--- src/rtl/div_pkg.sv ---
// rtl/div_pkg.sv - shared types and constants for the sequential divider
package div_pkg;
  localparam int WIDTH = 32;
  localparam logic [WIDTH-1:0] DIVZ_QUOT = '1;
  localparam logic [WIDTH-1:0] SIGNED_MIN = {1'b1, {(WIDTH-1){1'b0}}};

  typedef enum logic [1:0] {IDLE, RUN, FIX, DONE} state_e;
  typedef logic [4:0] iter_cnt_t;

  function automatic logic [WIDTH-1:0] magnitude(input logic [WIDTH-1:0] v, input logic neg);
    return neg ? -v : v;
  endfunction
endpackage

--- src/rtl/div_step.sv ---
// rtl/div_step.sv - one restoring-division step, borrow of a 33-bit subtract acts as sign
module div_step
  import div_pkg::*;
(
  input  logic [WIDTH-1:0] prem_i,
  input  logic             bit_i,
  input  logic [WIDTH-1:0] dvs_i,
  output logic [WIDTH-1:0] prem_o,
  output logic             qbit_o
);
  logic [WIDTH:0] shifted;
  logic [WIDTH:0] diff;

  assign shifted = {prem_i, bit_i};
  assign diff    = shifted - {1'b0, dvs_i};
  assign qbit_o  = ~diff[WIDTH];
  // When the trial fails the shifted value is below the divisor, so its top bit is zero.
  assign prem_o  = qbit_o ? diff[WIDTH-1:0] : shifted[WIDTH-1:0];
endmodule

--- src/rtl/divider_seq32.sv ---
// rtl/divider_seq32.sv - iterative 32-bit signed/unsigned divider with start/done handshake
module divider_seq32
  import div_pkg::*;
(
  input  logic             clk,
  input  logic             rst,
  input  logic             start,
  input  logic             signed_op,
  input  logic [WIDTH-1:0] a,
  input  logic [WIDTH-1:0] b,
  output logic             busy,
  output logic             done,
  output logic [WIDTH-1:0] quot,
  output logic [WIDTH-1:0] rem,
  output logic             zerof,
  output logic             negf,
  output logic             overf,
  output logic             carry
);
  state_e           state_q, state_d;
  iter_cnt_t        cnt_q, cnt_d;
  logic [WIDTH-1:0] dvd_q, dvd_d;
  logic [WIDTH-1:0] dvs_q, dvs_d;
  logic [WIDTH-1:0] prem_q, prem_d;
  logic             qneg_q, qneg_d;
  logic             rneg_q, rneg_d;
  logic             ovf_q, ovf_d;
  logic [WIDTH-1:0] quot_q, quot_d;
  logic [WIDTH-1:0] rem_q, rem_d;
  logic             zf_q, zf_d, nf_q, nf_d, of_q, of_d, cf_q, cf_d;

  logic [WIDTH-1:0] step_rem;
  logic             step_qbit;
  logic [WIDTH-1:0] fix_quot;

  // The dividend register doubles as the quotient: bits shift out the top, quotient bits in at the bottom.
  div_step u_step (
    .prem_i (prem_q),
    .bit_i  (dvd_q[WIDTH-1]),
    .dvs_i  (dvs_q),
    .prem_o (step_rem),
    .qbit_o (step_qbit)
  );

  assign fix_quot = magnitude(dvd_q, qneg_q);

  always_ff @(posedge clk) begin
    if (rst) state_q <= IDLE;
    else     state_q <= state_d;
  end

  always_comb begin
    state_d = state_q;
    case (state_q)
      IDLE:    if (start) state_d = (b == '0) ? DONE : RUN;
      RUN:     if (cnt_q == iter_cnt_t'(WIDTH - 1)) state_d = FIX;
      FIX:     state_d = DONE;
      DONE:    state_d = IDLE;
      default: state_d = IDLE;
    endcase
  end

  always_comb begin
    busy = (state_q == RUN) || (state_q == FIX);
    done = (state_q == DONE);
  end

  always_comb begin
    cnt_d  = cnt_q;
    dvd_d  = dvd_q;
    dvs_d  = dvs_q;
    prem_d = prem_q;
    qneg_d = qneg_q;
    rneg_d = rneg_q;
    ovf_d  = ovf_q;
    quot_d = quot_q;
    rem_d  = rem_q;
    zf_d   = zf_q;
    nf_d   = nf_q;
    of_d   = of_q;
    cf_d   = cf_q;
    case (state_q)
      IDLE: begin
        if (start && (b == '0)) begin
          quot_d = DIVZ_QUOT;
          rem_d  = a;
          zf_d   = 1'b0;
          nf_d   = DIVZ_QUOT[WIDTH-1];
          of_d   = 1'b0;
          cf_d   = 1'b1;
        end else if (start) begin
          dvd_d  = magnitude(a, signed_op & a[WIDTH-1]);
          dvs_d  = magnitude(b, signed_op & b[WIDTH-1]);
          prem_d = '0;
          cnt_d  = '0;
          qneg_d = signed_op & (a[WIDTH-1] ^ b[WIDTH-1]);
          rneg_d = signed_op & a[WIDTH-1];
          ovf_d  = signed_op && (a == SIGNED_MIN) && (b == '1);
        end
      end
      RUN: begin
        dvd_d  = {dvd_q[WIDTH-2:0], step_qbit};
        prem_d = step_rem;
        cnt_d  = cnt_q + 1'b1;
      end
      FIX: begin
        quot_d = fix_quot;
        rem_d  = magnitude(prem_q, rneg_q);
        zf_d   = (fix_quot == '0);
        nf_d   = fix_quot[WIDTH-1];
        of_d   = ovf_q;
        cf_d   = 1'b0;
      end
      default: ;
    endcase
  end

  always_ff @(posedge clk) begin
    if (rst) begin
      cnt_q  <= '0;
      dvd_q  <= '0;
      dvs_q  <= '0;
      prem_q <= '0;
      qneg_q <= 1'b0;
      rneg_q <= 1'b0;
      ovf_q  <= 1'b0;
      quot_q <= '0;
      rem_q  <= '0;
      zf_q   <= 1'b0;
      nf_q   <= 1'b0;
      of_q   <= 1'b0;
      cf_q   <= 1'b0;
    end else begin
      cnt_q  <= cnt_d;
      dvd_q  <= dvd_d;
      dvs_q  <= dvs_d;
      prem_q <= prem_d;
      qneg_q <= qneg_d;
      rneg_q <= rneg_d;
      ovf_q  <= ovf_d;
      quot_q <= quot_d;
      rem_q  <= rem_d;
      zf_q   <= zf_d;
      nf_q   <= nf_d;
      of_q   <= of_d;
      cf_q   <= cf_d;
    end
  end

  assign quot  = quot_q;
  assign rem   = rem_q;
  assign zerof = zf_q;
  assign negf  = nf_q;
  assign overf = of_q;
  assign carry = cf_q;
endmodule

--- config.mk ---
export PLATFORM = sky130hd
export DESIGN_NAME = divider_seq32
export DESIGN_NICKNAME = d
export VERILOG_FILES = /design/src/rtl/div_pkg.sv /design/src/rtl/div_step.sv /design/src/rtl/divider_seq32.sv
export SDC_FILE = /design/constraint.sdc
export NUM_CORES = 1
export LEC_CHECK = 0
export ABC_AREA = 0
export ABC_CLOCK_PERIOD_IN_PS = 3200
export BUFFER_PORTS_ARGS = -buffer_cell sky130_fd_sc_hd__buf_2
export CAP_MARGIN = 10
export CORE_MARGIN = 3
export CORE_UTILIZATION = 41
export CTS_BUF_LIST = sky130_fd_sc_hd__clkbuf_4 sky130_fd_sc_hd__clkbuf_8 sky130_fd_sc_hd__clkbuf_16
export CTS_CLUSTER_DIAMETER = 60
export DETAILED_ROUTE_END_ITERATION = 8
export PLACE_DENSITY = 0.67
export SYNTH_ARGS = -nofsm -noshare
export SYNTH_HDL_FRONTEND = slang
export SYNTH_SLANG_ARGS = --single-unit
--- constraint.sdc ---
create_clock -name clk -period 3.2 [get_ports clk]
set_input_delay 0.64 -clock clk [delete_from_list [all_inputs] [get_ports clk]]
set_output_delay 0.64 -clock clk [all_outputs]
set_load 0.02 [all_outputs]
==> reports/qor.csv <==
metric;value;unit
status;completed;
Lkg Pwr;5.70;nW
met2 Track Usage GR;40.5;%
via count;11600;
Hold EP;rem[20];
placement row count;60;
CTS H-tree depth;4;
CTS Buf Count;17;
most frequent cells in the layout;172 x dfxtp_1, 166 x nand2_1, 150 x nor2_1, 136 x buf_2, 120 x a21oi_1;
GR Overflow Total;0;
largest net degree at the start of global routing;103;
pre-CTS setup slack;-116;ps
Die W;174;um
top_reg_cell synth;dfxtp_1;
non-filler cells, final;2046;
Root Driver;clkbuf_16;
mux cell area share after synthesis;0.620;%
Worst path max stage delay;540;ps
Switching Fraction;45.2;%
antenna viol nets, final;0;
Clock Sinks;173;
routing usage on met1;30.6;%
Final Cycle Share;92.9;%
Pwr Density;723;mW/mm2
clk_lat worst skew;450;ps
Post-Syn Area;0.0115;mm2
Reg clk slew, reported paths;80;ps
Clock Power Share;21.9;%
post-synthesis cell count;1515;
Ant. Diodes;0;
total global-route track usage;23.6;%
Initial Util;42.2;%
vias in the first global route;10900;
DR WL/cell;17.8;um
Max-Slew Margin vs Limit;24.3;%
reg2reg setup slack;230;ps
Filler cells;2649;
register area share after synthesis;30.1;%
placed cell count;2011;
multi-input combinational cell area;0.00749;mm2
Layout area overhead;20.1;%
IO buf count;137;
first drt pass iteration count;5;
Final Setup Violations;0;
dpl hpwl;28.2;mm
Layout Skew;16.0;ps
first-pass GRT wire length;58.4;mm
layout cells sized above 1;18.6;%
Switch Pwr;4.52;mW
CTS tree;done;
CP Data Required Time;3530;ps
Die Height;174;um
XOR/XNOR Fraction of Synth Area;11.3;%
Fin. Hold Viols;0;
commonest non-fill, non-tap cell in the layout;dfxtp_1;
Max Freq;336;MHz
FF+latch count, synth;173;
initial antenna violation count;0;
Worst Reg2Reg Path Length in Cells;11;
Reg-to-Reg End;rem[29];
CP bufs+invs;2;
Synth Net Count;1628;
Post-synth ARST share;0;%
Seq. cell area;0.00346;mm2
hold path depth;2;
slowest CP cell;or4_1;
CP Launch Type;flop;
family with the most delay on the worst path;simple AND/OR/NAND/NOR gates;
Post-synth EDFFs;0;
Syn Area/Cell;7.60;um2
# hold bufs at CTS;0;
min Tclk post-route;2970;ps
Setup WS post-layout;227;ps
Synth Area in Compound Gates;24.3;%
Final Net Count;1774;
worst slew pin tran;1130;ps
max cap viols;0;
cell internal pwr;5.47;mW
Post-Synth Simple-Gate Area;22.6;%
largest family of logic cells by synthesized area;compound AO/OA/AOI/OAI gates;
gr busiest metal;met2;
RR Startpoint;prem_q[9];
HP Start;rem[20];
WP depth;11;
Flop pwr share;29.2;%
1st-iter DRT viols;1008;
die footprint;0.0301;mm2
IO Pins;138;
routability cong.;0.931;
number of distinct library cells after synthesis;76;
M3 GR Usage;2.96;%
worst vdd ir;0.000402;V
Placeable Area;0.0273;mm2
endpoint class of the critical path;flop;
CP dominant cell by count;buf_4;
CP max FO;7;
Final Max Slew Viols;0;
worst endpoint data arrival time;3300;ps
worst path cell trace;buf_4 -> nor4_1 -> and4_1 -> nand4_1 -> or4_1 -> o41ai_2 -> xor2_1 -> a211oi_1 -> buf_4 -> a21oi_1 -> nor2_1;
YS warnings;0;
CTS Buffer Depth;2;
WS Path Type;flop to flop;
Logic pwr share;49.0;%
Adder-Cell Fraction of Synth Area;4.96;%
unrepaired setup endpoints after global routing;no;
vias per inst;5.69;
Remaining DRCs;0;
Hold Crit Class;flop to flop;
final wirelength;36.4;mm
[through the flow]
stage                     setup TNS, ps  hold slack [ps]  util (%)  total power [mW]  instance area (um2)
after global routing                  0              484      50.7              10.7                13800
after CTS                             0              453      50.4              9.91                13700
after detailed placement           -596              443      48.0              7.70                13100
after floorplan                       0              432         -              6.20                11500
after global placement             -226              441      48.0              7.64                13100
final                                 0              455      50.7              9.99                13800
[flip-flops by register name, summed over array words and instances, names as in the netlist]
register / cells
carry: 1
cnt_q: 5
dvd_q: 32
dvs_q: 32
overf: 1
ovf_q: 1
prem_q: 32
qneg_q: 1
quot: 32
rem: 32
rneg_q: 1
state_q: 2
zerof: 1
[worst reg2reg max path, delay by kind of cell (launching register included)]
kind                   cells  cell delay, ps
buffers and inverters      2             370
AO/OA/AOI/OAI              3             480
XOR/XNOR                   1             180
flip-flops                 1             330
AND/OR/NAND/NOR            5            1520
[worst max-delay path by stage]
stage / from / slack, ps / to
detailed placement: dvd_q[31] / -120 / dvd_q[0]
floorplan: dvd_q[31] / 50 / prem_q[1]
finish: prem_q[9] / 230 / rem[29]
CTS: dvd_q[31] / 3 / dvd_q[0]
global placement: a[1] / -70 / dvd_q[30]
global route: dvd_q[31] / 20 / prem_q[7]
[repair_timing]
action,CTS,global route
endpoints found under the hold margin,0,0
buffers inserted,0,4
resized for setup,5,10
pin swaps,2,8
endpoints found under the setup margin,29,33
[routing by layer]
layer / share of wire (%) / routed length, um
met4: 3.0 / 1110
met2: 48 / 17300
met5: 0 / 0
met3: 5.4 / 1970
met1: 44 / 16000
[power groups by stage]
| stage | combinational, mW | sequential, mW | clock [mW] |
|---|---|---|---|
| CTS | 4.79 | 2.91 | 2.21 |
| floorplan | 3.20 | 3.00 | 0 |
| finish | 4.89 | 2.91 | 2.18 |
| global route | 5.37 | 2.98 | 2.31 |
| global placement | 4.70 | 2.94 | 0 |
| detailed placement | 4.74 | 2.96 | 0 |
[cell type report]
type                    count  share of cell area [%]
multi-input cells        1170                    54.2
flip-flops and latches    173                    25.1
clock buffers              17                    3.08
well taps                 372                    3.37
clock inverters            15                    1.48
inverters                  63                    1.71
repair buffers            236                    11.1
[cells in the mapped netlist (6+ instances only)]
library cell	instances	area share, %
buf_1	9	0.29
o211ai_1	16	1.0
nor2b_1	8	0.43
xnor2_1	57	4.3
nand3_1	95	4.1
o22ai_1	8	0.43
o21bai_1	6	0.39
nand4_1	21	1.1
a31oi_1	18	0.98
o41ai_1	12	0.91
clkbuf_1	75	2.4
a21oi_1	122	5.3
or4_1	11	0.72
nor3_1	29	1.3
nand2_1	166	5.4
a21o_1	11	0.72
and2_1	7	0.38
nor2_1	153	5.0
a211oi_1	57	3.7
ha_1	44	4.8
o21ai_0	49	2.1
mux2i_1	6	0.52
a311oi_1	27	2.1
a32oi_1	20	1.5
dfxtp_1	173	30
nor4_1	12	0.65
and3_1	7	0.38
o31ai_1	28	1.8
xor2_1	92	7.0
a22oi_1	9	0.59
or3_1	9	0.49
inv_1	63	2.1
nand2b_1	13	0.71
buf_2	19	0.83
[logic make-up after synthesis]
| logic type | count (synthesis) |
|---|---|
| XOR/XNOR | 149 |
| multiplexers | 7 |
| buffers and inverters | 172 |
| AO/OA/AOI/OAI | 416 |
| flip-flops | 173 |
| adder cells (fa/ha/maj) | 45 |
| AND/OR/NAND/NOR | 553 |
(Power assumes the default switching activity.)
